--- config.mk ---
export PLATFORM = sky130hd
export DESIGN_NAME = store_rmw
export DESIGN_NICKNAME = d
export VERILOG_FILES = /design/src/rtl/store_pkg.sv /design/src/rtl/store_merge.sv /design/src/rtl/store_rmw.sv
export SDC_FILE = /design/constraint.sdc
export NUM_CORES = 1
export LEC_CHECK = 0
export CAP_MARGIN = 20
export CORE_ASPECT_RATIO = 0.5
export CORE_MARGIN = 1
export CORE_UTILIZATION = 47
export DETAILED_ROUTE_END_ITERATION = 6
export GPL_TIMING_DRIVEN = 1
export PLACE_DENSITY = 0.82
export SYNTH_ARGS = -nofsm -noshare
export SYNTH_HDL_FRONTEND = slang
export SYNTH_SLANG_ARGS = --single-unit
--- constraint.sdc ---
create_clock -name clk -period 3.4 [get_ports clk]
set_input_delay 0.68 -clock clk [delete_from_list [all_inputs] [get_ports clk]]
set_output_delay 0.68 -clock clk [all_outputs]
set_load 0.1 [all_outputs]
--- src/rtl/store_pkg.sv ---
// Shared definitions for the store read-modify-write path: store op
// encodings, FSM state type and the request legality check.
package store_pkg;

    localparam int unsigned XLEN = 32;
    localparam int unsigned OP_W = 3;

    localparam logic [OP_W-1:0] ST_SB = 3'b000;
    localparam logic [OP_W-1:0] ST_SH = 3'b010;
    localparam logic [OP_W-1:0] ST_SW = 3'b100;

    typedef enum logic [1:0] {
        ST_IDLE  = 2'd0,
        ST_READ  = 2'd1,
        ST_WRITE = 2'd2
    } state_t;

    // Reserved ops and misaligned sh/sw are rejected without a memory access.
    function automatic logic op_reject(input logic [OP_W-1:0] op, input logic [1:0] lo);
        logic rej;
        case (op)
            ST_SB:   rej = 1'b0;
            ST_SH:   rej = lo[0];
            ST_SW:   rej = (lo != 2'b00);
            default: rej = 1'b1;
        endcase
        return rej;
    endfunction

endpackage

--- src/rtl/store_merge.sv ---
// Splices a store byte or halfword into the old memory word; any other op
// passes the old word through unchanged.
module store_merge
    import store_pkg::*;
(
    input  logic [OP_W-1:0] op,
    input  logic [1:0]      lane,
    input  logic [XLEN-1:0] old_word,
    input  logic [15:0]     new_data,
    output logic [XLEN-1:0] merged_c
);

    always_comb begin
        merged_c = old_word;
        case (op)
            ST_SB:   merged_c[{lane, 3'b000} +: 8]      = new_data[7:0];
            ST_SH:   merged_c[{lane[1], 4'b0000} +: 16] = new_data;
            default: ;
        endcase
    end

endmodule

--- src/rtl/store_rmw.sv ---
// Store unit for a data memory without byte strobes: sw writes directly,
// sb/sh read the old word, merge the new lane and write the word back.
module store_rmw
    import store_pkg::*;
(
    input  logic            clk,
    input  logic            rst_n,
    input  logic            req_valid,
    output logic            req_ready,
    input  logic [OP_W-1:0] req_op,
    input  logic [XLEN-1:0] req_addr,
    input  logic [XLEN-1:0] req_data,
    output logic            done,
    output logic            err,
    output logic [XLEN-1:0] mem_addr,
    output logic            mem_rd,
    input  logic [XLEN-1:0] mem_rdata,
    input  logic            mem_rvalid,
    output logic            mem_wr,
    output logic [XLEN-1:0] mem_wdata,
    input  logic            mem_wack
);

    state_t          state, state_next;
    logic [OP_W-1:0] op_q, op_next;
    logic [1:0]      lane_q, lane_next;
    logic [15:0]     data_q, data_next;
    logic [XLEN-1:0] addr_next, wdata_next;
    logic            ready_next, done_next, err_next, rd_next, wr_next;
    logic [XLEN-1:0] merged_c;

    store_merge u_merge (
        .op       (op_q),
        .lane     (lane_q),
        .old_word (mem_rdata),
        .new_data (data_q),
        .merged_c (merged_c)
    );

    always_ff @(posedge clk or negedge rst_n) begin
        if (!rst_n) begin
            state     <= ST_IDLE;
            op_q      <= '0;
            lane_q    <= '0;
            data_q    <= '0;
            mem_addr  <= '0;
            mem_wdata <= '0;
            req_ready <= 1'b1;
            done      <= 1'b0;
            err       <= 1'b0;
            mem_rd    <= 1'b0;
            mem_wr    <= 1'b0;
        end else begin
            state     <= state_next;
            op_q      <= op_next;
            lane_q    <= lane_next;
            data_q    <= data_next;
            mem_addr  <= addr_next;
            mem_wdata <= wdata_next;
            req_ready <= ready_next;
            done      <= done_next;
            err       <= err_next;
            mem_rd    <= rd_next;
            mem_wr    <= wr_next;
        end
    end

    always_comb begin
        state_next = state;
        op_next    = op_q;
        lane_next  = lane_q;
        data_next  = data_q;
        addr_next  = mem_addr;
        wdata_next = mem_wdata;
        done_next  = 1'b0;
        err_next   = 1'b0;

        case (state)
            ST_IDLE: begin
                if (req_valid) begin
                    op_next   = req_op;
                    lane_next = req_addr[1:0];
                    data_next = req_data[15:0];
                    if (op_reject(req_op, req_addr[1:0])) begin
                        err_next = 1'b1;
                    end else begin
                        addr_next = {req_addr[XLEN-1:2], 2'b00};
                        if (req_op == ST_SW) begin
                            wdata_next = req_data;
                            state_next = ST_WRITE;
                        end else begin
                            state_next = ST_READ;
                        end
                    end
                end
            end
            ST_READ: begin
                if (mem_rvalid) begin
                    wdata_next = merged_c;
                    state_next = ST_WRITE;
                end
            end
            ST_WRITE: begin
                if (mem_wack) begin
                    done_next  = 1'b1;
                    state_next = ST_IDLE;
                end
            end
            default: state_next = ST_IDLE;
        endcase

        // Handshake outputs follow the state being entered so they are registered.
        ready_next = (state_next == ST_IDLE);
        rd_next    = (state_next == ST_READ);
        wr_next    = (state_next == ST_WRITE);
    end

endmodule

==> Yosys cells after proc, flatten, opt, wreduce, memory -nomap -nowiden <==
Cells that the tools add are included.
{ "op_classes": {"add_sub_neg": 2, "eq_ne": 11, "shift": 4, "n_mux": 22, "bitwise": 1, "n_reduce_logical": 9} }
{ "ops": {"columns": ["cell", "n"], "rows": [
  ["32-bit 2-to-1 mux", 4],
  ["32-bit one-hot mux with 2 select lines", 2],
  ["32-bit bitwise mux", 2],
  ["16-bit by 7-bit variable shift with 32-bit output, first input constant", 1],
  ["8-bit by 7-bit variable shift with 32-bit output, first input constant", 1],
  ["16-bit by 7-bit indexed part select with 32-bit output", 1],
  ["8-bit by 7-bit indexed part select with 32-bit output", 1],
  ["5-bit negation with 7-bit output", 2],
  ["2-bit 2-to-1 mux", 5],
  ["2-bit != test, second input constant", 4],
  ["1-bit 2-to-1 mux", 7],
  ["3-bit by 2-bit == test with 1-bit output, second input constant", 2],
  ["3-bit logical NOT", 2],
  ["2-bit one-hot mux with 3 select lines", 1],
  ["5-bit AND reduction", 1],
  ["2-bit by 1-bit == test with 1-bit output, second input constant", 2],
  ["2-bit == test, second input constant", 2],
  ["2-bit logical NOT", 2],
  ["2-bit nonzero test", 2],
  ["3-bit == test, second input constant", 1],
  ["1-bit one-hot mux with 3 select lines", 1],
  ["3-bit AND reduction", 1],
  ["2-bit AND reduction", 1],
  ["1-bit NOT", 1]
]} }
{ "word_totals": {"reg_bits": 90, "output_inout_bits": 69} }

==> Depth between registers and ports, before layout <==
{ "logic_depth": {"word_depth": 8, "mapped_depth": 10, "depth_no_buf": 6} }

==> Cells and area by module <==
From an unflattened synthesis, not the netlist that was laid out.
{ "unflattened": {"cells_unflattened": 394, "hier_area_um2": 5101.1} }
{ "by_module_without_submodules": {"columns": ["module", "n_inst", "cells_each", "area_each_um2"], "rows": [
  ["store_rmw", 1, 252, 4088.9],
  ["store_merge", 1, 142, 1012.2]
]} }

==> Worst setup path before layout <==
Ideal clock, no wire load.
{ "synth_path": {"path_kind": "reg-to-reg", "from": "register lane_q[1]", "to": "register mem_wdata[6]", "setup_time_ps": 95, "arrival_ps": 2503, "required_time_ps": 3305, "path_slack_ps": 802, "path_stages_with_launch": 10, "n_path_buf": 3, "period_less_slack_ps": 2598, "path_cell_list": "dfrtp_1 > buf_2 > buf_2 > buf_2 > inv_1 > ha_1 > nor3b_1 > a221o_1 > a221oi_1 > o31ai_1"} }
{ "synth_via": {"elab_chain_len": 6, "elab_cells_between_ends": 11, "cone_classes": "add/sub (2); shift (4); mux (5)"} }
{ "synth_lines": {"columns": ["item", "line_no", "rtl"], "rows": [
  ["start, declared", "store_rmw.sv:26", "logic [1:0] lane_q, lane_next;"],
  ["start signal, assigned", "store_rmw.sv:56", "lane_q <= lane_next;"],
  ["5-bit negation with 7-bit output (on tied branches)", "store_merge.sv:17, store_merge.sv:16", null],
  ["16-bit by 7-bit indexed part select with 32-bit output (tied with other cells)", "store_merge.sv:17", "ST_SH: merged_c[{lane[1], 4'b0000} +: 16] = new_data;"],
  ["32-bit bitwise mux (on tied branches)", "store_merge.sv:17, store_merge.sv:16", null],
  ["32-bit one-hot mux with 2 select lines *", "store_merge.sv:15", "case (op)"],
  ["32-bit 2-to-1 mux *", "store_rmw.sv:98", "if (mem_rvalid) begin"],
  ["32-bit one-hot mux with 2 select lines *", "store_rmw.sv:78", "case (state)"],
  ["end signal, assigned", "store_rmw.sv:59", "mem_wdata <= wdata_next;"],
  ["end, declared", "store_rmw.sv:20", "output logic [XLEN-1:0] mem_wdata,"]
]} }
Every way passes the cells marked *; elsewhere a longest branch is shown, timed or not. The select of a mux whose other input is x is not followed.
A chain may end at the register's enable or synchronous reset.

==> Worst setup path in the final report <==
{ "layout_path": {"from": "register lane_q[1]", "to": "register mem_wdata[5]"} }
The elaborated chain is that of the path after synthesis.

==> reports/results.ini <==
[outcome]
outcome=finished clean

[die]
dieWidth_um=151
core_area_um2=10500
initial_utilization_pct=49.5
rows=26
dieArea_um2=11500
die_h_um=76.3
pin_count=173

[logic_synthesis]
ys.flop_type=dfrtp_1
yosys_warnings=0
synthArstFlopShare_pct=100
synth_area_um2=5190
syn_area_per_cell_um2=10.6
yosysTopAreaCell=dfrtp_1
synth-edff-count=0
synthCells=489
yosysSeqAreaShare_pct=43.4
synthTopCellsByArea=dfrtp_1 (43%), mux2_2 (12%), o21ai_0 (4.1%)
synth.top_cells.by_count=dfrtp_1 (89), mux2_2 (55), o21ai_0 (42), nor2_1 (29), clkbuf_1 (25)
synth.distinct_cells=53
synth_most_common_cell=dfrtp_1
synth_seq_cells=90
synth.top_cell.area_share_pct=42.9

[drt]
drtAntennaViolNets=0
viasPerCell=6.05
wirelength_um=15300
dr.pass1.iters=4
drt_iter0_drc=316
num_vias=4751
drc=0
wl_per_cell_um=19.5

[timing]
hold_viol=0
setup_tns_ns=0
whs_ns=0.328
final-max-slew-violation-count=0
max_freq_ghz=0.354
worst_pin_slew_ns=1.05
rsz0062_at_grt=false
relSlewSlack_pct=29.8
post-route-period-util_pct=83.2
period_minus_slack_ns=2.83
setup_viol=0
fin_skew_ns=0.00783
fin_ws_ns=0.571

[worst_setup_path]
worstPathMaxFanout=15
critical_path_arrival_ns=3.07
critical_path_class=flop to flop
worstPathRequired_ns=3.64
crit_path_end_kind=flop
critPathLaunchType=flop

[layout]
layout.cells.non_filler=785
fin_nets=749
antennaDiodeCount=0
drive_above_1_share_pct=22.9
stdcell_area_um2=7220
synthToLayoutAreaGrowth_pct=39.1
final_util_pct=68.9

[power_and_ir_drop]
p_sw_mw=3.86
pwr-share-seq_pct=24.6
p_int_mw=3.25
p_per_area_nw_per_um2=985
power.share.switching_pct=54.3
pwr-share-comb_pct=58.6
ir_worst_vdd_v=0.000623
clock_power_share_pct=16.8
power_mw=7.11
leakage_nw=2.89

[cts]
clk_pin_slew_worst_paths_ns=0.07
cts_hold_buf=0
h-tree-depth=3
clkSinkCount=90
cts_buffers=9
cts_tree=yes
cts_resized=0
clock_latency_ns=0.34
cts_setup_buffers=0
cts_buffer_depth=2
clock_tree.root_cell=clkbuf_16

[placement]
dpl.hpwl_um=10900
io_buffer_count=170
pre_cts_ws_ns=0.636
gp_congestion=0.860
placed_cells=769
post_dp_cell_area_um2=6860

[global_route]
overflow=0
grt_max_degree=53
antenna_found_initial=0
grtUsageTotal_pct=27.4
grt_pass1_vias=4786
grt_pass1_wl_um=24500

[flow_run]
max_cap_viol_count=0

[hold_path]
worstHoldPathType=primary input to asynchronous set/reset pin

[final timing paths]
path | end | slack [ns] | cells after the start | startpoint
hold / removal | mem_addr[13]$_DFFE_PN0P_ | 0.33 | 1 | rst_n
hold reg to reg | mem_addr[24]$_DFFE_PN0P_ | 0.48 | 1 | mem_addr[24]$_DFFE_PN0P_
max in group asynchronous | mem_wdata[9]$_DFFE_PN0P_ | 2.30 | 2 | rst_n
setup / recovery | mem_wdata[5]$_DFFE_PN0P_ | 0.57 | 6 | lane_q[1]$_DFFE_PN0P_
setup reg to reg | mem_wdata[5]$_DFFE_PN0P_ | 0.57 | 6 | lane_q[1]$_DFFE_PN0P_
min in group clk | mem_addr[24]$_DFFE_PN0P_ | 0.48 | 1 | mem_addr[24]$_DFFE_PN0P_
[critical path, cell delays in order (launching register included)]
cell,delay (ns)
dfrtp_1,0.65
inv_1,0.19
ha_1,0.39
nor3b_1,0.88
a221o_1,0.27
a221oi_1,0.08
o31ai_1,0.27
[kinds of logic after synthesis]
kind of cell / after synthesis / synth area share (%)
AND/OR/NAND/NOR: 126 / 16.5
buffers and inverters: 54 / 4.87
AO/OA/AOI/OAI: 149 / 20.2
multiplexers: 64 / 13.7
flip-flops: 90 / 43.4
other: 1 / 0.0723
adder cells (fa/ha/maj): 5 / 1.21
[per-layer routing]
layer | wire length, um | vias to the layer above | global-route usage [%]
li1 | - | 2177 | -
met1 | 6550 | 2348 | 36.2
met2 | 7240 | 198 | 44.5
met3 | 1190 | 28 | 6.23
met4 | 310 | 0 | 8.80
met5 | 0 | - | 0
[final cells by class]
type                            instances  area, um2
Timing Repair Buffer                  189       1730
Tap cell                              140        175
Multi-Input combinational cell        346       2690
Sequential cell                        90       2250
Fill cell                             782       3260
Inverter                                4       15.0
Clock buffer                           10        239
Clock inverter                          6        119
[layout by cell type (no fill, tap or decap), types with 3 or more instances in the layout]
cell type	instances
a211oi_1	16
a21oi_1	23
a221o_1	10
a221oi_1	8
a2bb2oi_1	16
a41oi_1	7
and3_1	9
and3b_1	3
buf_4	65
bufinv_16	3
clkbuf_16	9
clkdlybuf4s50_1	124
dfrtp_1	89
ha_1	5
inv_1	4
mux2_2	55
mux2i_1	8
nand2_1	5
nand4b_1	8
nor2_1	29
nor2b_1	21
nor3b_1	3
nor4_1	8
nor4b_1	8
nor4bb_1	8
o21a_1	3
o21ai_0	42
o311ai_0	8
o31ai_1	8
or4b_1	8
[state kept, by name, indices dropped and copies added, names as in the netlist]
signal     flops
req_ready      1
op_q           3
done           1
lane_q         2
mem_rd         1
mem_wr         1
err            1
state          2
data_q        16
mem_addr      30
mem_wdata     32
[power by group through the flow]
stage               combinational (mW)  sequential [mW]  clock (mW)
floorplan                        0.882             4.02           0
global placement                  4.13             1.74           0
detailed placement                4.16             1.76           0
CTS                               4.17             1.75        1.21
global route                      4.31             1.80        1.25
finish                            4.17             1.75        1.19
Note: power is estimated with default switching activity, not from simulation.
